File: src/rtl/pipe_pkg.sv
// Shared definitions for the inter-stage pipeline buffers.
//   stage_state_e : occupancy of a pipe_stage_buf (empty / main only / main + skid)
//   SKID_ON/OFF   : values for the SKID parameter of pipe_stage_buf
package pipe_pkg;

    typedef enum logic [1:0] {
        S_EMPTY = 2'd0,
        S_BUSY  = 2'd1,
        S_FULL  = 2'd2
    } stage_state_e;

    localparam bit SKID_ON  = 1'b1;
    localparam bit SKID_OFF = 1'b0;

endpackage : pipe_pkg

File: src/rtl/sat_counter.sv
// Saturating up-counter used for stage performance statistics.
//   clk, rst : clock, asynchronous active-high reset (clears the count)
//   inc      : add one this cycle
//   cnt      : current count, sticks at all-ones instead of wrapping
module sat_counter #(
    parameter int unsigned W = 32
) (
    input  logic         clk,
    input  logic         rst,
    input  logic         inc,
    output logic [W-1:0] cnt
);

    localparam logic [W-1:0] CNT_MAX = {W{1'b1}};

    // Hold at CNT_MAX so long stalls never read back as small numbers
    always_ff @(posedge clk or posedge rst) begin
        if (rst) begin
            cnt <= '0;
        end else if (inc && (cnt != CNT_MAX)) begin
            cnt <= cnt + W'(1);
        end
    end

endmodule : sat_counter

File: src/rtl/pipe_stage_buf.sv
// Valid/ready pipeline register between two core stages.
//   SKID=1 : two-entry skid buffer, full throughput, in_ready is a flop
//   SKID=0 : single entry, in_ready = !out_valid || out_ready
//   clk, rst              : clock, asynchronous active-high reset
//   in_valid/in_ready/in_data    : upstream handshake and payload
//   out_valid/out_ready/out_data : downstream handshake and payload
//   flush                 : drop all held and incoming payloads
//   stall_cnt, bubble_cnt : saturating cycle counters (held-back / starved)
module pipe_stage_buf
    import pipe_pkg::*;
#(
    parameter int unsigned DATA_W = 64,
    parameter bit          SKID   = SKID_ON,
    parameter int unsigned CNT_W  = 32
) (
    input  logic              clk,
    input  logic              rst,
    input  logic              in_valid,
    output logic              in_ready,
    input  logic [DATA_W-1:0] in_data,
    output logic              out_valid,
    input  logic              out_ready,
    output logic [DATA_W-1:0] out_data,
    input  logic              flush,
    output logic [CNT_W-1:0]  stall_cnt,
    output logic [CNT_W-1:0]  bubble_cnt
);

    logic              in_ready_w;
    logic              out_valid_w;
    logic [DATA_W-1:0] out_data_w;

    if (SKID == SKID_ON) begin : g_skid

        stage_state_e      state_q;
        stage_state_e      state_d;
        logic [DATA_W-1:0] main_q;
        logic [DATA_W-1:0] skid_q;
        logic              in_ready_q;
        logic              in_hs;
        logic              out_hs;
        logic              main_load_in;
        logic              main_load_skid;
        logic              skid_load_in;

        assign in_hs  = in_valid && in_ready_q;
        assign out_hs = (state_q != S_EMPTY) && out_ready;

        // State register
        always_ff @(posedge clk or posedge rst) begin
            if (rst) begin
                state_q <= S_EMPTY;
            end else begin
                state_q <= state_d;
            end
        end

        // Next state and entry load enables; flush wins over everything
        always_comb begin
            state_d        = state_q;
            main_load_in   = 1'b0;
            main_load_skid = 1'b0;
            skid_load_in   = 1'b0;
            if (flush) begin
                state_d = S_EMPTY;
            end else begin
                unique case (state_q)
                    S_EMPTY: begin
                        if (in_hs) begin
                            state_d      = S_BUSY;
                            main_load_in = 1'b1;
                        end
                    end
                    S_BUSY: begin
                        if (in_hs && out_hs) begin
                            main_load_in = 1'b1;
                        end else if (in_hs) begin
                            state_d      = S_FULL;
                            skid_load_in = 1'b1;
                        end else if (out_hs) begin
                            state_d = S_EMPTY;
                        end
                    end
                    S_FULL: begin
                        if (out_hs) begin
                            state_d        = S_BUSY;
                            main_load_skid = 1'b1;
                        end
                    end
                    default: begin
                        state_d = S_EMPTY;
                    end
                endcase
            end
        end

        // in_ready looks at the next state so it never depends on out_ready combinationally
        always_ff @(posedge clk or posedge rst) begin
            if (rst) begin
                in_ready_q <= 1'b1;
            end else begin
                in_ready_q <= (state_d != S_FULL);
            end
        end

        // Payload storage; main only changes when empty or on an output handshake
        always_ff @(posedge clk or posedge rst) begin
            if (rst) begin
                main_q <= '0;
                skid_q <= '0;
            end else begin
                if (main_load_in) begin
                    main_q <= in_data;
                end else if (main_load_skid) begin
                    main_q <= skid_q;
                end
                if (skid_load_in) begin
                    skid_q <= in_data;
                end
            end
        end

        assign in_ready_w  = in_ready_q;
        assign out_valid_w = (state_q != S_EMPTY);
        assign out_data_w  = main_q;

    end else begin : g_reg

        stage_state_e      state_q;
        stage_state_e      state_d;
        logic [DATA_W-1:0] data_q;
        logic              ready_c;
        logic              in_hs;
        logic              out_hs;
        logic              data_load;

        // Free slot if empty or if the held entry leaves this cycle
        assign ready_c = (state_q == S_EMPTY) || out_ready;
        assign in_hs   = in_valid && ready_c;
        assign out_hs  = (state_q != S_EMPTY) && out_ready;

        // State register
        always_ff @(posedge clk or posedge rst) begin
            if (rst) begin
                state_q <= S_EMPTY;
            end else begin
                state_q <= state_d;
            end
        end

        // Next state; a simultaneous in/out handshake simply replaces the entry
        always_comb begin
            state_d   = state_q;
            data_load = 1'b0;
            if (flush) begin
                state_d = S_EMPTY;
            end else if (in_hs) begin
                state_d   = S_BUSY;
                data_load = 1'b1;
            end else if (out_hs) begin
                state_d = S_EMPTY;
            end
        end

        // Payload storage
        always_ff @(posedge clk or posedge rst) begin
            if (rst) begin
                data_q <= '0;
            end else if (data_load) begin
                data_q <= in_data;
            end
        end

        assign in_ready_w  = ready_c;
        assign out_valid_w = (state_q != S_EMPTY);
        assign out_data_w  = data_q;

    end

    assign in_ready  = in_ready_w;
    assign out_valid = out_valid_w;
    assign out_data  = out_data_w;

    // Performance counters keep running through flush
    sat_counter #(.W(CNT_W)) u_stall_cnt (
        .clk (clk),
        .rst (rst),
        .inc (out_valid_w && !out_ready),
        .cnt (stall_cnt)
    );

    sat_counter #(.W(CNT_W)) u_bubble_cnt (
        .clk (clk),
        .rst (rst),
        .inc (out_ready && !out_valid_w),
        .cnt (bubble_cnt)
    );

endmodule : pipe_stage_buf

File: config.mk
export PLATFORM = sky130hd
export DESIGN_NAME = pipe_stage_buf
export DESIGN_NICKNAME = d
export VERILOG_FILES = /design/src/rtl/pipe_pkg.sv /design/src/rtl/sat_counter.sv /design/src/rtl/pipe_stage_buf.sv
export SDC_FILE = /design/constraint.sdc
export NUM_CORES = 1
export LEC_CHECK = 0
export BUFFER_PORTS_ARGS = -buffer_cell sky130_fd_sc_hd__buf_4
export CELL_PAD_IN_SITES_DETAIL_PLACEMENT = 0
export CELL_PAD_IN_SITES_GLOBAL_PLACEMENT = 1
export CORE_MARGIN = 1
export CORE_UTILIZATION = 48
export DETAILED_ROUTE_END_ITERATION = 7
export PLACE_DENSITY = 0.88
export SYNTH_ARGS = -nofsm -noshare
export SYNTH_HDL_FRONTEND = slang
export SYNTH_HIERARCHICAL = 1
export SYNTH_SLANG_ARGS = --single-unit
File: constraint.sdc
create_clock -name clk -period 13.11 [get_ports clk]
set_input_delay 1.9665 -clock clk [delete_from_list [all_inputs] [get_ports clk]]
set_output_delay 1.9665 -clock clk [all_outputs]
set_load 0.01 [all_outputs]
---- Yosys cells after proc, flatten, opt, wreduce, memory -nomap -nowiden ----
Index checks and enable logic that the tools add are counted.
operators by class
  equal/unequal tests ..................... 5
  reductions and logical operators ........ 12
  muxes and demuxes ....................... 19
  add/subtract/negate cells ............... 2
operators with widths
  cell                     count
  $mux W64                 2
  $add A32 B1 Y32 const B  2
  $ne A32 B32 Y1 const B   2
  $mux W2                  6
  $mux W1                  9
  $logic_and A1 B1 Y1      7
  $pmux W2 S3              1
  $reduce_bool A2 Y1       2
  $eq A2 B1 Y1 const B     1
  $eq A2 B2 Y1 const B     1
  $logic_not A1 Y1         2
  $logic_not A2 Y1         1
  $ne A2 B2 Y1 const B     1
  $pmux W1 S2              1
storage, ports and cells
  logic and storage cells ................. 44
  input port bits ......................... 69
  flip-flop bits (word level) ............. 195
  output and inout bits ................... 130

---- Longest topological paths before layout ----
Gate-level depths: netlist of run 1.
  depth after elaboration ................. 8
  mapped depth ............................ 8
  mapped depth without buffers ............ 7

---- Hierarchy ----
The synthesis of run 1 kept the hierarchy.
modules (own cells, without submodules)
  module          instances  seq. area each (sq um)  cells an instance  area each (sq um)
  pipe_stage_buf  1          3279.4                  363                6242.2
  sat_counter     2          800.8                   139                1561.5

---- Worst setup path before layout of run 1 ----
OpenSTA, ideal clock, no wires.
  path type ............................... input to register
  from .................................... in out_ready
  to ...................................... reg u_bubble_cnt.cnt[31]
  slack ................................... 9503 ps
  arrival time ............................ 3481 ps
  data required time ...................... 12985 ps
  library setup time ...................... 125 ps
  path buffers ............................ 1
  stages on the path ...................... 7
  cell sequence ........................... and2_1 clkbuf_2 nand3_1 or4_4 a311oi_4 nand4_1 xnor2_1
on the way
  cells in the longest elaborated chain, start to end .. 2
ends and longest elaborated chain
  element               line                   source
  from (decl)           pipe_stage_buf.sv:22   input logic out_ready,
  $logic_and A1 B1 Y1   pipe_stage_buf.sv:195  .inc (out_ready && !out_valid_w),
  $logic_and A1 B1 Y1   sat_counter.sv:20      end else if (inc && (cnt != CNT_MAX)) begin
  to (signal assigned)  sat_counter.sv:21      cnt <= cnt + W'(1);
  to (decl)             sat_counter.sv:11      output logic [W-1:0] cnt
Every way passes these cells.
A chain may end at the register's enable or synchronous reset.

---- Final worst setup path of run 1 ----
  from .................................... in flush
  to ...................................... reg g_skid.main_q[8], in the netlist out_data[8]
on the way
  cells in the longest elaborated chain, start to end .. 2
  elaborated cells between the ends (all ways) .. 4
  those cells by class .................... mux (3); reduce/logical (1)
ends and longest elaborated chain
  element                                         line                   source
  from (decl)                                     pipe_stage_buf.sv:24   input logic flush,
  $mux W1                                         pipe_stage_buf.sv:64   if (flush) begin
  $mux W64 or $reduce_bool A2 Y1 (tied branches)  -
  to (signal assigned)                            pipe_stage_buf.sv:113  main_q <= in_data;
  to (signal assigned)                            pipe_stage_buf.sv:115  main_q <= skid_q;
  to (decl)                                       pipe_stage_buf.sv:37   logic [DATA_W-1:0] main_q;
Parallel ways exist; a longest one is shown, timed or not.

==> impl_metrics.csv, run 1 <==
group,metric,value,unit
status,status,"completed",
placed_design,numPortBuffers,198,
routing,drc,0,
final_layout,stdcell_count,1111,
die,fp-row-count,50,
routing,final_antenna_net_count,0,
sta,fmax,258,MHz
final_layout,fillCellCount,1520,
final_layout,layout-drive-gt1-share,52.9,%
routing,firstDrtPassIters,4,
final_layout,area_growth_syn_to_layout,23.6,%
worst_setup_path,path_cells,"buf_4 -> and4bb_4 -> buf_4 -> mux2_4 -> mux2_4",
cts,cts_buffers,17,
global_route,track_usage,19.8,%
worst_setup_path,start_kind,"input port",
sta,worst_pin_slew,1.06,ns
die,die_w,142,µm
worst_setup_path,ff2ff_setup_slack,10.45,ns
synthesis,ys_warn_count,6,
final_layout,num-nets-final,909,
worst_setup_path,cp_top_family,"simple AND/OR/NAND/NOR gates",
worst_setup_path,timing.rr.end,"out_data[8]$_DFFE_PP0P_",
cts,root_buffer,"clkbuf_16",
worst_setup_path,cp.buffers_inverters,2,
worst_setup_path,worstPathArrival,4.19,ns
routing,route.vias.total,5827,
worst_setup_path,reg2reg_from,"g_skid.state_q[0]$_DFF_PP0_",
worst_setup_path,path_class,"in -> reg",
power,p_total,1.73,mW
sta,drv_slew,0,
sta,finalClockSkew,0.0130,ns
die,start_util,49.6,%
routing,routed_via_density,5.24,
cts,cts.sinks,195,
sta,period_share,29.6,%
power,ir_drop,112,µV
power,powerDensity,149,nW/µm²
die,core,18900,µm²
synthesis,synth.avg_cell_area,14.6,µm²
sta,final-hold-violation-count,0,
routing,first_iter_violations,167,
placed_design,dp.cells,1079,
routing,wl_per_cell,17.1,µm
final_layout,final_core_util,61.3,%
synthesis,syn_nets,712,
die,ioPinCount,199,
cts,cts_tree,"built",
hold_path,whs_endpoint,"u_stall_cnt/cnt[10]$_DFFE_PP0P_",
flow_run,cap_violations,0,
die,dieArea,20100,µm²
sta,fin_crit,3.87,ns
cts,clock_latency,0.43,ns
synthesis,synth-seq-cells,195,
hold_path,hold_depth,1,
routing,routed_wl,19.0,mm
global_route,grt_remaining_overflow,0,
cts,holdBufCountCts,0,
worst_setup_path,end_kind,"flop",
placed_design,gp_congestion,0.743,
hold_path,hold_start,"u_stall_cnt/cnt[10]$_DFFE_PP0P_",
cts,htree_levels,4,
placed_design,dp_slack,8.76,ns
cts,cts.clk_slew.worst_paths,0.08,ns
global_route,grt_max_degree,73,
final_layout,antennaDiodeCount,0,
synthesis,synthCells,641,
final_layout,layout_commonest_cell,"buf_4",
sta,setup_viol,0,
synthesis,ys_async_sr_fraction,100,%
synthesis,syn-cell-area,9370,µm²
final_layout,mostFrequentLayoutCells,"buf_4, dfrtp_1, mux2_4",
worst_setup_path,cp_max_fo,35,
cts,cts_buffer_depth,2,
die,fp.dieH,142,µm
final_layout,multi_input_area,4210,µm²
sta,rsz0062_at_grt,"no",
hold_path,hp-class,"reg -> reg",
global_route,grt_pass1_wl,31.1,mm
sta,slew_headroom,29.4,%
worst_setup_path,timing.critical_path.required,13.42,ns
power,leakagePower,5.57,nW
cts,cts_resized,0,
synthesis,yosysSeqAreaShare,52.1,%
synthesis,synth_edf_count,0,
final_layout,layout.area.seq,4880,µm²
cts,post_cts_buffers,0,
worst_setup_path,crit_slowest_cell,"and4bb_4",
sta,fin_ws,9.24,ns
worst_setup_path,critical_path.max_stage_delay,0.81,ns
global_route,first_global_vias,5926,
placed_design,dp.final_hpwl,12.7,mm
synthesis,synth_cell_types,40,
worst_setup_path,reg2reg_depth,4,
global_route,grt_antenna_before_repair,0,
sta,fin_setup_tns,0,ns
synthesis,synthFlopType,"dfrtp_1",
area by class of cell:
class                      instances  share of cell area, %
multi-input combinational        410                   36.3
inverter                          10                  0.367
clock buffer                      19                   3.91
timing repair buffer             204                   13.2
clock inverter                    13                   1.21
sequential                       195                   42.2
tap                              260                   2.81
power by group:
group / switching [mW] / internal, mW / total, mW
clock: 0.239 / 0.279 / 0.518
sequential: 0.0850 / 0.723 / 0.808
combinational: 0.140 / 0.263 / 0.403
total: 0.464 / 1.26 / 1.73
cell families after synthesis:
| group | Yosys count | synth area share [%] |
|---|---|---|
| flip-flops | 195 | 52.1 |
| buffers and inverters | 36 | 3.09 |
| AO/OA/AOI/OAI | 20 | 2.31 |
| XOR/XNOR | 57 | 5.33 |
| AND/OR/NAND/NOR | 135 | 8.54 |
| multiplexers | 196 | 28.4 |
| adder cells (fa/ha/maj) | 2 | 0.267 |
flip-flops by register name, summed over array words and instances (netlist names):
signal            count
out_data             64
u_stall_cnt/cnt      32
u_bubble_cnt/cnt     32
in_ready              1
g_skid.state_q        2
g_skid.skid_q        64
synthesized netlist by cell type (3+ instances only):
master | count | area, µm²
buf_4 | 12 | 90.1
a41oi_1 | 4 | 35.0
a31oi_1 | 4 | 25.0
mux2_2 | 74 | 833
mux2_4 | 120 | 1800
nand4_1 | 20 | 125
or3_1 | 3 | 18.8
and3_1 | 20 | 125
buf_12 | 6 | 120
clkbuf_1 | 4 | 15.0
nand3_1 | 44 | 220
nor2_1 | 10 | 37.5
nand2_2 | 3 | 18.8
nand2_1 | 16 | 60.1
a21oi_1 | 5 | 25.0
dfrtp_1 | 194 | 4850
xor2_1 | 4 | 35.0
xnor2_1 | 53 | 464
inv_1 | 10 | 37.5
per-stage QoR:
step | area (µm²) | hold WS, ns
after global placement | 11000 | 0.480
after CTS | 11600 | 0.497
after floorplan | 9370 | 0.474
final | 11600 | 0.493
after global routing | 11600 | 0.518
after detailed placement | 11000 | 0.488
how the worst max path moves through the flow:
| stage | from | endpoint | slack, ns | cells after the start |
|---|---|---|---|---|
| global route | flush | out_data[18]$_DFFE_PP0P_ | 9.16 | 5 |
| detailed placement | flush | out_data[13]$_DFFE_PP0P_ | 8.76 | 5 |
| finish | flush | out_data[8]$_DFFE_PP0P_ | 9.24 | 5 |
| CTS | flush | out_data[31]$_DFFE_PP0P_ | 9.22 | 5 |
| global placement | flush | out_data[3]$_DFFE_PP0P_ | 8.78 | 5 |
| floorplan | rst | g_skid.skid_q[0]$_DFFE_PP0P_ | 7.65 | 1 |
layer usage:
metal	vias to the layer above	global-route usage [%]	wire length [µm]
li1	2703	-	-
met1	2968	27.7	9040
met2	146	31.2	8920
met3	10	3.98	835
met4	0	5.60	152
met5	-	0	0
worst reg2reg max path, stage by stage (launching register included):
cell	delay (ns)
dfrtp_1	0.41
and4bb_4	0.85
buf_4	0.66
mux2_4	0.37
mux2_4	0.26
Note: power is estimated with default switching activity, not from simulation.
==> run 2: changes to the inputs <==
--- a/config.mk
+++ b/config.mk
@@ -5,13 +5,14 @@
 export SDC_FILE = /design/constraint.sdc
 export NUM_CORES = 1
 export LEC_CHECK = 0
+export ABC_AREA = 1
 export BUFFER_PORTS_ARGS = -buffer_cell sky130_fd_sc_hd__buf_4
 export CELL_PAD_IN_SITES_DETAIL_PLACEMENT = 0
 export CELL_PAD_IN_SITES_GLOBAL_PLACEMENT = 1
 export CORE_MARGIN = 1
-export CORE_UTILIZATION = 48
+export CORE_UTILIZATION = 37
 export DETAILED_ROUTE_END_ITERATION = 7
-export PLACE_DENSITY = 0.88
+export PLACE_DENSITY = 0.81
 export SYNTH_ARGS = -nofsm -noshare
 export SYNTH_HDL_FRONTEND = slang
 export SYNTH_HIERARCHICAL = 1
==> constraint.sdc (replaced) <==
create_clock -name clk -period 3.11 [get_ports clk]
set_input_delay 0.4665 -clock clk [delete_from_list [all_inputs] [get_ports clk]]
set_output_delay 0.4665 -clock clk [all_outputs]
set_load 0.01 [all_outputs]
==> run 2 against run 1 <==
Sequential share of layout area shrank 4.8 points; via count rose by 72%; critical path type is now reg -> reg; power rose to 4.2 times the previous value; register-to-register slack got worse by 9.4 ns; clock skew grew 0.0025 ns; design area increased by 13%; non-clock buffer count is 12 higher; utilization fell by 16 points; combinational power grew to 4.0 times the previous value; cell count increased by 87%.
==> impl_metrics.csv, run 2 <==
group,metric,value,unit
placed_design,dpl_cell_area,12500,µm²
hold_path,hp-class,"in -> async",
worst_setup_path,crit_top_cell,"nand2_1",
worst_setup_path,cp.buffers_inverters,1,
worst_setup_path,path_cells,"nand2_1 -> nor3_4 -> buf_4 -> nand3_1 -> nand2_1 -> nand2_1",
worst_setup_path,start_kind,"flop",
cts,holdBufCountCts,0,
synthesis,ys_warn_count,6,
die,start_util,37.9,%
routing,routed_wl,29.8,mm
die,fp-row-count,62,
cts,cts.sinks,195,
synthesis,synthFlopType,"dfrtp_1",
cts,post_cts_buffers,0,
final_layout,fillCellCount,3045,
worst_setup_path,ff2ff_setup_slack,1.04,ns
sta,final-hold-violation-count,0,
routing,routed_via_density,4.82,
cts,cts_tree,"built",
placed_design,dp.cells,2048,
synthesis,yosysSeqAreaShare,44.5,%
sta,drv_slew,0,
routing,final_antenna_net_count,0,
die,fp.dieH,174,µm
global_route,grt_antenna_before_repair,2,
sta,rsz0062_at_grt,"no",
final_layout,layout-drive-gt1-share,16.9,%
final_layout,num-nets-final,1754,
worst_setup_path,path_class,"reg -> reg",
synthesis,synth_top_area_share,44.2,%
final_layout,mostFrequentLayoutCells,"nand2_1, nand3_1, buf_4",
sta,worst_pin_slew,0.822,ns
sta,finalClockSkew,0.0154,ns
routing,firstDrtPassIters,5,
global_route,grt_max_degree,100,
global_route,first_global_vias,9667,
synthesis,syn-cell-area,11000,µm²
sta,setup_viol,0,
worst_setup_path,timing.critical_path.required,3.43,ns
cts,htree_levels,4,
sta,fmax,483,MHz
status,status,"completed",
final_layout,layout.area.seq,4880,µm²
sta,period_share,66.5,%
routing,wl_per_cell,14.3,µm
worst_setup_path,crit_cells,6,
die,ioPinCount,199,
synthesis,synth.avg_cell_area,7.21,µm²
global_route,track_usage,20.4,%
die,core,28900,µm²
sta,slew_headroom,45.2,%
placed_design,gp_congestion,0.846,
final_layout,layout_commonest_cell,"nand2_1",
global_route,grt_remaining_overflow,0,
placed_design,dp.final_hpwl,19.8,mm
power,ir_drop,331,µV
synthesis,ys_async_sr_fraction,100,%
placed_design,numPortBuffers,198,
worst_setup_path,cp_max_fo,64,
worst_setup_path,critical_path.max_stage_delay,0.70,ns
final_layout,design_area,13100,µm²
worst_setup_path,timing.critical_path.from,"in_ready$_DFF_PP1_",
sta,fin_setup_tns,0,ns
cts,root_buffer,"clkbuf_16",
cts,cts_buffers,17,
synthesis,yosys.area.top_type,"dfrtp_1",
synthesis,syn_nets,1593,
power,powerDensity,555,nW/µm²
final_layout,stdcell_count,2082,
cts,cts_resized,0,
final_layout,final_core_util,45.2,%
cts,clock_latency,0.43,ns
worst_setup_path,cp_top_family,"buffers and inverters",
synthesis,synth_edf_count,0,
synthesis,synth_cell_types,29,
global_route,grt_pass1_wl,50.1,mm
cts,cts_buffer_depth,2,
synthesis,ys_top_cells_by_count,"nand2_1, nand3_1, dfrtp_1, inv_1, nor2_1",
synthesis,synthCells,1522,
routing,route.vias.total,10000,
routing,first_iter_violations,722,
worst_setup_path,reg2reg_from,"in_ready$_DFF_PP1_",
synthesis,synth-seq-cells,195,
worst_setup_path,crit_slowest_cell,"buf_4",
synthesis,yosysMostFrequentCell,"nand2_1",
die,die_w,174,µm
power,leakagePower,6.91,nW
worst_setup_path,reg2reg_depth,6,
flow_run,cap_violations,0,
final_layout,multi_input_area,4950,µm²
worst_setup_path,worstPathArrival,2.39,ns
final_layout,area_growth_syn_to_layout,19.2,%
worst_setup_path,timing.rr.end,"out_data[21]$_DFFE_PP0P_",
sta,fin_crit,2.07,ns
cts,cts.clk_slew.worst_paths,0.08,ns
synthesis,ys_top_cells_by_area,"dfrtp_1, nand2_1, nand3_1, inv_1, nor2_1",
worst_setup_path,endpoint,"out_data[21]$_DFFE_PP0P_",
die,dieArea,30400,µm²
worst_setup_path,end_kind,"flop",
routing,drc,0,
[run 2: cell count changes in the layout (fill, tap and decap cells not counted), moves of 8 or more]
cell / delta
nand2_1: +633
nand3_1: +180
mux2_4: -120
inv_1: +119
nor2_1: +95
mux2_2: -74
o21ai_1: +65
xnor2_1: -41
and3_1: -20
nand4_1: -18
nor2_2: +9
xor2_1: +8
[run 2: layout make-up]
type	count	share of cell area, %
diodes	2	0.0383
clock inverters	14	1.15
flip-flops and latches	195	37.3
multi-input cells	1121	37.8
well taps	384	3.67
repair buffers	216	12.9
clock buffers	18	3.28
inverters	132	3.82
[run 2: where the power goes]
group          switching, mW  internal, mW  leakage [nW]
logic                  0.883         0.732          4.16
registers              0.366          3.06          2.47
clock network           1.13          1.09         0.286
[run 2: tightest hold or removal path, cell delays in order]
cell	delay [ns]
buf_4	0.13
inv_1	0.05
buf_4	0.36
[run 2: cell families after synthesis]
| logic type | count (synthesis) | synth area share (%) |
|---|---|---|
| adder cells (fa/ha/maj) | 2 | 0.228 |
| XOR/XNOR | 24 | 1.92 |
| AO/OA/AOI/OAI | 75 | 3.42 |
| flip-flops | 195 | 44.5 |
| AND/OR/NAND/NOR | 1020 | 39.2 |
| buffers and inverters | 206 | 10.8 |
[run 2: metal layers]
| metal | GRT usage [%] | vias to the layer above | routed length [µm] |
|---|---|---|---|
| met5 | 0 | - | 0 |
| li1 | - | 5059 | - |
| met1 | 27.4 | 4686 | 13600 |
| met3 | 3.32 | 25 | 1570 |
| met2 | 33.9 | 260 | 14200 |
| met4 | 5.37 | 0 | 426 |
[run 2: worst min path at each step]
stage	start	endpoint	slack, ns
2_1_floorplan	g_skid.skid_q[0]$_DFFE_PP0P_	g_skid.skid_q[0]$_DFFE_PP0P_	0.46
3_3_place_gp	g_skid.skid_q[50]$_DFFE_PP0P_	g_skid.skid_q[50]$_DFFE_PP0P_	0.47
3_5_place_dp	g_skid.skid_q[42]$_DFFE_PP0P_	g_skid.skid_q[42]$_DFFE_PP0P_	0.48
4_1_cts	rst	u_stall_cnt/cnt[30]$_DFFE_PP0P_	0.15
5_1_grt	rst	u_stall_cnt/cnt[21]$_DFFE_PP0P_	0.18
6_report	rst	u_stall_cnt/cnt[24]$_DFFE_PP0P_	0.15
[run 2: stage by stage]
step | total power, mW | hold slack (ns) | setup WS [ns]
after global routing | 7.72 | 0.177 | 0.792
after detailed placement | 5.12 | 0.479 | 0.920
final | 7.26 | 0.149 | 1.04
after floorplan | 4.40 | 0.459 | 1.02
after CTS | 7.36 | 0.152 | 0.978
after global placement | 5.08 | 0.472 | 0.980
==> run 3: changes to the inputs <==
--- a/config.mk
+++ b/config.mk
@@ -5,14 +5,14 @@
 export SDC_FILE = /design/constraint.sdc
 export NUM_CORES = 1
 export LEC_CHECK = 0
-export ABC_AREA = 1
+export ABC_AREA = 0
 export BUFFER_PORTS_ARGS = -buffer_cell sky130_fd_sc_hd__buf_4
 export CELL_PAD_IN_SITES_DETAIL_PLACEMENT = 0
 export CELL_PAD_IN_SITES_GLOBAL_PLACEMENT = 1
 export CORE_MARGIN = 1
-export CORE_UTILIZATION = 37
+export CORE_UTILIZATION = 40
 export DETAILED_ROUTE_END_ITERATION = 7
-export PLACE_DENSITY = 0.81
+export PLACE_DENSITY = 0.79
 export SYNTH_ARGS = -nofsm -noshare
 export SYNTH_HDL_FRONTEND = slang
 export SYNTH_HIERARCHICAL = 1
==> constraint.sdc (replaced) <==
create_clock -name clk -period 1.8 [get_ports clk]
set_input_delay 0.27 -clock clk [delete_from_list [all_inputs] [get_ports clk]]
set_output_delay 0.27 -clock clk [all_outputs]
set_load 0.01 [all_outputs]
==> run 3 against run 2 <==
The flow now finishes with violations (setup timing); clock-buffer cell count up 3; first-iteration DRC count down 65%; wire length down 25%; flip-flop and latch count unchanged; global-route usage down 1.3 points; combinational power up 120%; worst setup slack worse by 1.3 ns; power up 84%; register-to-register slack worse by 1.3 ns; design area up 3.0%.
==> impl_metrics.csv, run 3 (synthesized netlist as in run 1, its figures left out) <==
group,metric,value,unit
status,status,"finished, violations left",
status,violations,"setup timing",
sta,setup_viol,98,
sta,rsz0062_at_grt,"yes",
power,p_total,13.4,mW
cts,clock_latency,0.43,ns
power,ir_drop,438,µV
final_layout,antennaDiodeCount,0,
global_route,first_global_vias,6712,
routing,route.vias.total,6386,
worst_setup_path,start_kind,"flop",
global_route,grt_pass1_wl,35.9,mm
routing,final_antenna_net_count,0,
die,start_util,41.1,%
sta,finalClockSkew,0.0136,ns
worst_setup_path,path_class,"reg -> reg",
worst_setup_path,cp_top_family,"buffers and inverters",
worst_setup_path,crit_slowest_cell,"dfrtp_1",
sta,final-hold-violation-count,0,
worst_setup_path,path_cells,"buf_4 -> buf_6 -> and4bb_4 -> buf_6 -> buf_12 -> buf_16 -> mux2_4 -> mux2_4",
sta,slew_headroom,70.7,%
final_layout,stdcell_count,1298,
final_layout,fillCellCount,1865,
die,dieArea,24000,µm²
global_route,grt_max_degree,56,
routing,wl_per_cell,17.3,µm
sta,worst_pin_slew,0.438,ns
routing,first_iter_violations,256,
die,ioPinCount,199,
global_route,track_usage,19.0,%
routing,routed_wl,22.5,mm
power,powerDensity,992,nW/µm²
global_route,grt_antenna_before_repair,0,
cts,cts_buffer_depth,2,
worst_setup_path,critical_path.max_stage_delay,0.41,ns
die,fp.dieH,155,µm
routing,routed_via_density,4.92,
worst_setup_path,cp.buffers_inverters,5,
placed_design,numPortBuffers,198,
sta,drv_slew,0,
hold_path,hp-class,"in -> reg",
global_route,use_met1,24.9,%
routing,firstDrtPassIters,4,
cts,cts_buffers,17,
cts,cts.sinks,195,
placed_design,gp_congestion,0.766,
cts,root_buffer,"clkbuf_16",
worst_setup_path,cp_max_fo,7,
worst_setup_path,reg2reg_from,"g_skid.state_q[0]$_DFF_PP0_",
worst_setup_path,timing.critical_path.from,"g_skid.state_q[0]$_DFF_PP0_",
worst_setup_path,worstPathArrival,2.38,ns
sta,fin_ws,-0.277,ns
cts,cts_tree,"built",
global_route,grt_remaining_overflow,0,
routing,drc,0,
final_layout,mostFrequentLayoutCells,"buf_4, dfrtp_1, mux2_4",
cts,htree_levels,4,
placed_design,dp.cells,1235,
sta,period_share,115,%
final_layout,layout_commonest_cell,"buf_4",
final_layout,area_growth_syn_to_layout,43.8,%
die,core,22800,µm²
hold_path,hold_start,"flush",
worst_setup_path,end_kind,"flop",
global_route,use_met2,31.9,%
power,leakagePower,6.55,nW
placed_design,dp.final_hpwl,14.6,mm
worst_setup_path,timing.critical_path.required,2.10,ns
placed_design,dp_slack,-0.330,ns
flow_run,cap_violations,0,
die,fp-row-count,55,
final_layout,layout-drive-gt1-share,64.4,%
die,die_w,155,µm
cts,cts.clk_slew.worst_paths,0.07,ns
sta,fmax,481,MHz
global_route,use_met3,4.54,%
global_route,grt-busiest-layer,"met2",
sta,fin_crit,2.08,ns
final_layout,num-nets-final,1043,
## run 3: what timing repair did
item	in CTS	in global routing
endpoints found under the setup margin	102	180
endpoints found under the hold margin	69	0
gates cloned	9	2
pin swaps	31	12
setup buffers	18	6
gates resized for setup	51	42
hold buffers	1	0
## run 3: path summary, 6_finish.rpt
kind / end / cells past startpoint / slack [ns]
max: out_data[21]$_DFFE_PP0P_ / 8 / -0.28
max reg2reg: out_data[21]$_DFFE_PP0P_ / 8 / -0.28
max in group asynchronous: g_skid.skid_q[23]$_DFFE_PP0P_ / 4 / 0.84
min: g_skid.state_q[0]$_DFF_PP0_ / 2 / 0.04
min in group asynchronous: g_skid.skid_q[28]$_DFFE_PP0P_ / 3 / 0.39
min reg2reg: u_bubble_cnt/cnt[23]$_DFFE_PP0P_ / 1 / 0.50
## run 3: worst reg2reg max path, cell delays in order, from the launching register on
cell and delay (ns):
dfrtp_1 0.41, buf_4 0.15, buf_6 0.11, and4bb_4 0.35, buf_6 0.12, buf_12 0.11
buf_16 0.14, mux2_4 0.31, mux2_4 0.26
## run 3: cell type report
| type | count | area [µm²] | share of cell area (%) |
|---|---|---|---|
| flip-flops and latches | 195 | 4880 | 36.3 |
| multi-input cells | 410 | 4520 | 33.6 |
| repair buffers | 338 | 3020 | 22.4 |
| clock buffers | 21 | 460 | 3.42 |
| well taps | 313 | 392 | 2.91 |
| clock inverters | 11 | 150 | 1.12 |
| inverters | 10 | 41.3 | 0.307 |
## run 3: per-layer routing
| layer | share of wire, % | vias up |
|---|---|---|
| li1 | - | 2990 |
| met4 | 0.71 | 0 |
| met2 | 50 | 139 |
| met5 | 0 | - |
| met3 | 5.1 | 10 |
| met1 | 44 | 3247 |
## run 3: stage by stage
stage / TNS (ns) / util (%) / hold WS, ns / cell area, µm²
after floorplan: -17.90 / - / 0.337 / 9410
after global placement: -8.48 / 52.6 / 0.258 / 12000
after detailed placement: -10.68 / 52.6 / 0.257 / 12000
after CTS: -18.28 / 58.1 / 0.0225 / 13200
after global routing: -27.02 / 59.1 / 0.0346 / 13500
final: -19.90 / 59.1 / 0.0417 / 13500
## run 3: power by group
group | leakage (nW) | total (mW) | internal, mW | switching [mW]
clock | 0.300 | 3.99 | 2.28 | 1.71
sequential | 2.45 | 5.77 | 5.27 | 0.509
combinational | 3.79 | 3.59 | 2.28 | 1.32
